$ cat src/rtl/uart_rx_fifo.sv
// Receive byte buffer between the UART receiver and the CPU I/O read path.
// A three-state ingest FSM drains the UART; the CPU sees the head entry combinationally.
module uart_rx_fifo #(
  parameter int AW = 4,
  parameter int DW = 8
) (
  input  logic          clk,
  input  logic          reset,
  input  logic          rx_valid,
  input  logic [DW-1:0] rx_data,
  output logic          rx_rd,
  input  logic          pop,
  input  logic          clr_ovf,
  output logic [DW-1:0] dout,
  output logic          nonempty,
  output logic          full,
  output logic          overflow,
  output logic [AW:0]   level
);

  localparam int          DEPTH_I = 1 << AW;
  localparam logic [AW:0] DEPTH   = DEPTH_I[AW:0];

  typedef enum logic [1:0] {
    IDLE = 2'd0,
    ACK  = 2'd1,
    HOLD = 2'd2
  } state_t;

  state_t          state_q, state_d;
  logic [DW-1:0]   mem_q [DEPTH_I];
  logic [AW-1:0]   wp_q, wp_d;
  logic [AW-1:0]   rp_q, rp_d;
  logic [AW:0]     level_q, level_d;
  logic            ovf_q, ovf_d;
  logic            rd_q;
  logic            wr_en;
  logic            drop;
  logic            pop_en;

  assign dout     = mem_q[rp_q];
  assign nonempty = (level_q != '0);
  assign full     = (level_q == DEPTH);
  assign overflow = ovf_q;
  assign level    = level_q;
  assign rx_rd    = rd_q;

  // Full is judged at the start of the ACK cycle; a same-cycle pop cannot make room.
  assign wr_en  = (state_q == ACK) && !full;
  assign drop   = (state_q == ACK) && full;
  assign pop_en = pop && nonempty;

  always_comb begin
    state_d = state_q;
    case (state_q)
      IDLE:    if (rx_valid) state_d = ACK;
      ACK:     state_d = HOLD;
      HOLD:    state_d = IDLE;
      default: state_d = IDLE;
    endcase
  end

  always_comb begin
    wp_d    = wp_q;
    rp_d    = rp_q;
    level_d = level_q;
    ovf_d   = ovf_q;
    if (wr_en)  wp_d = wp_q + AW'(1);
    if (pop_en) rp_d = rp_q + AW'(1);
    case ({wr_en, pop_en})
      2'b10:   level_d = level_q + (AW+1)'(1);
      2'b01:   level_d = level_q - (AW+1)'(1);
      default: level_d = level_q;
    endcase
    if (clr_ovf) ovf_d = 1'b0;
    if (drop)    ovf_d = 1'b1;
  end

  always_ff @(posedge clk) begin
    if (reset) begin
      state_q <= IDLE;
      wp_q    <= '0;
      rp_q    <= '0;
      level_q <= '0;
      ovf_q   <= 1'b0;
      rd_q    <= 1'b0;
    end else begin
      state_q <= state_d;
      wp_q    <= wp_d;
      rp_q    <= rp_d;
      level_q <= level_d;
      ovf_q   <= ovf_d;
      rd_q    <= (state_d == ACK);
    end
  end

  // Storage is not reset; a reset landing in ACK must still suppress the write.
  always_ff @(posedge clk) begin
    if (wr_en && !reset) mem_q[wp_q] <= rx_data;
  end

endmodule

$ cat config.mk
export PLATFORM = sky130hd
export DESIGN_NAME = uart_rx_fifo
export DESIGN_NICKNAME = d
export VERILOG_FILES = /design/src/rtl/uart_rx_fifo.sv
export SDC_FILE = /design/constraint.sdc
export NUM_CORES = 1
export LEC_CHECK = 0
export CELL_PAD_IN_SITES_DETAIL_PLACEMENT = 1
export CELL_PAD_IN_SITES_GLOBAL_PLACEMENT = 2
export CORE_MARGIN = 3
export CORE_UTILIZATION = 50
export CTS_CLUSTER_DIAMETER = 150
export CTS_CLUSTER_SIZE = 40
export DETAILED_ROUTE_END_ITERATION = 6
export HOLD_SLACK_MARGIN = 0.08
export MAX_ROUTING_LAYER = met4
export PLACE_DENSITY = 0.91
export SYNTH_ARGS = -nofsm -noshare
export SYNTH_HDL_FRONTEND = slang
export SYNTH_SLANG_ARGS = --single-unit
$ cat constraint.sdc
create_clock -name clk -period 4.4 [get_ports clk]
set_clock_uncertainty 0.2 [all_clocks]
set_input_delay 1.1 -clock clk [delete_from_list [all_inputs] [get_ports clk]]
set_output_delay 1.1 -clock clk [all_outputs]
set_load 0.005 [all_outputs]
==> results.ini <==
[run_status]
status = finished, final reports clean

[setup_path]
slowest_delay_ps = 630
worstPathMaxFanout = 18
cp-end-kind = output pin
worstSetupPathType = register to output pin
path_cells = buf_4 -> mux4_1 -> mux4_2 -> clkdlybuf4s50_1
crit_slowest_cell = mux4_1
critPathRequiredTime_ps = 3100
r2r-start = level[2]
reg2reg_slack_ps = 1350
start_kind = register
worstReg2RegEnd = level[2]
crit_arrival_ps = 2630
r2r_cells = 11

[logic_synthesis]
synth_ff_type = edfxtp_1
synth_edf_count = 128
syn_area_per_cell_um2 = 19.2
synth_largest_area_cell = edfxtp_1
yosysTopAreaCellShare_pct = 63.9
synth_warnings = 0
ys_types = 38
syn_nets = 333
yosysSeqAreaShare_pct = 70.9
ys_seq_elements = 149
netlist_instances = 313
async_reset_ff_share_pct = 0
ys_top_cells_by_area = edfxtp_1 (64%), mux4_1 (10%), dfxtp_1 (7.0%), mux4_2 (6.0%), nor2_1 (1.9%)
synthesis.area_um2 = 6010

[floorplan]
die_h_um = 116
io_pins = 30
die_w_um = 116
die_area_um2 = 13400
rows = 39
start_util_pct = 52.0
core-area_um2 = 11600

[cells_and_area]
num-fill-cells = 1005
final_common_cell = edfxtp_1
drive_above_1_share_pct = 17.4
area_growth_pct = 18.7
nets = 381
seq_area_um2 = 4270
multiInputGateArea_um2 = 1620
layout_common_cells = edfxtp_1 (128), nor2_1 (30), clkdlybuf4s50_1 (29)
final_cells = 518

[clocking]
ctsResizeCount = 0
cts_tree = built
numCtsBuffers = 17
clk_pin_slew_ps = 60
cts_sinks = 149
cts_setup_buffers = 0
clock-root-buffer = clkbuf_16
clk_latency_ps = 410
hold_buffers = 0
h-tree-depth = 4
clk_path_buf_depth = 2

[detailed_routing]
wl_um = 12400
first_iter_violations = 264
detail_route.vias_per_cell = 5.82
wl_per_cell_um = 24.0
ant_nets = 0
dr.pass1.iters = 5
vias = 3013
drc = 0

[pwr]
peakVddDrop_mv = 0.329
p_leak_nw = 2.34
power_mw = 3.68
power.density_nw_per_um2 = 515

[global_routing]
antenna_found_initial = 0
grt_pass1_wl_um = 18600
first_global_vias = 3193
overflow = 0
grt_max_degree = 33
track_usage_pct = 20.9

[hold_path]
min_delay_path_depth = 2
min_to = overflow
min-delay-start = overflow
min_path_type = register to register

[timing]
setup_viol = 0
finalMaxSlewViolations = 0
rsz0062_at_grt = false
hold_violations = 0
fmaxAchievable_ghz = 0.255
min_period_ps = 3930
tns_ps = 0
worst_pin_slew_ps = 919
slew_headroom_pct = 38.5
fin_crit_sh_pct = 89.3

[placement]
dpl.hpwl_um = 8140
port_buffers = 29
dp_cells = 485
gp_congestion = 0.796

[flow_run]
cap_violations = 0

[metrics by stage]
step	cell area, um^2	hold WS [ps]	setup WS (ps)	util [%]
final	7140	271	471	61.7
after CTS	7130	279	415	61.7
after global routing	7130	295	381	61.7
after detailed placement	6500	271	583	56.2
after global placement	6500	255	671	56.2
after floorplan	6010	230	1150	-
[cells by family (layout without fill, tap and decap cells)]
| family | count (synthesis) | in the layout | share of synthesized area [%] |
|---|---|---|---|
| AOI/OAI and AO/OA | 17 | 17 | 1.71 |
| xor gates and xnor gates | 9 | 9 | 1.31 |
| adders and majority gates | 7 | 7 | 1.46 |
| buffers and inverters | 21 | 82 | 2.16 |
| DFF | 149 | 149 | 70.9 |
| muxes | 42 | 42 | 16.8 |
| other | 0 | 1 | 0 |
| and+or+nand+nor | 68 | 68 | 5.64 |
[layer usage]
metal  wire length [um]  track usage (%)  vias up
met5                  0                -        -
met3                806             4.65       17
li1                   -                -     1369
met1               4930             25.4     1524
met4                201             8.74        0
met2               6490             34.0      103
[cell usage after synthesis (all sizes together), types with 2 or more instances]
cell      n
mux4     40
clkbuf    6
xor2      7
o21ai     4
xnor2     2
mux2i     2
nor4b     2
nand3b    3
dfxtp    21
nand4     3
nand2b    4
nor2     30
nand2    11
a21oi     7
or3       3
buf      11
nor3      6
ha        7
inv       4
edfxtp  128
nor4      2
[area by class of cell]
class,count,area share (%)
clock buffer,18,6.01
inverter,4,0.210
multi-input combinational,143,22.7
antenna,1,0.0351
timing repair buffer,46,5.86
sequential,149,59.8
tap,143,2.51
clock inverter,14,2.91
[worst max path at each step]
stage	slack [ps]	start	cells after the start	endpoint
floorplan	1150	pop	9	level[2]
global placement	670	pop	10	level[2]
detailed placement	580	pop	10	level[2]
CTS	420	register	4	dout[0]
global route	380	register	4	dout[0]
finish	470	register	4	dout[0]
[registers in the layout, summed over array words and instances (netlist names), named ones only]
name / flops
mem_q: 128
level: 5
rp_q: 4
wp_q: 4
state_q: 2
overflow: 1
rx_rd: 1
[critical path, delay by kind of cell (launching register included)]
kind,cells,cell delay [ps]
mux,2,1120
buf+inv,2,760
flops,1,320
[report_power, final]
group	leakage, nW	switching, mW	internal, mW
clock network	0.300	0.532	1.00
registers	1.32	0.0399	1.56
logic	0.722	0.249	0.291
total	2.34	0.821	2.86
No activity file was read; power rests on OpenSTA's default activity.
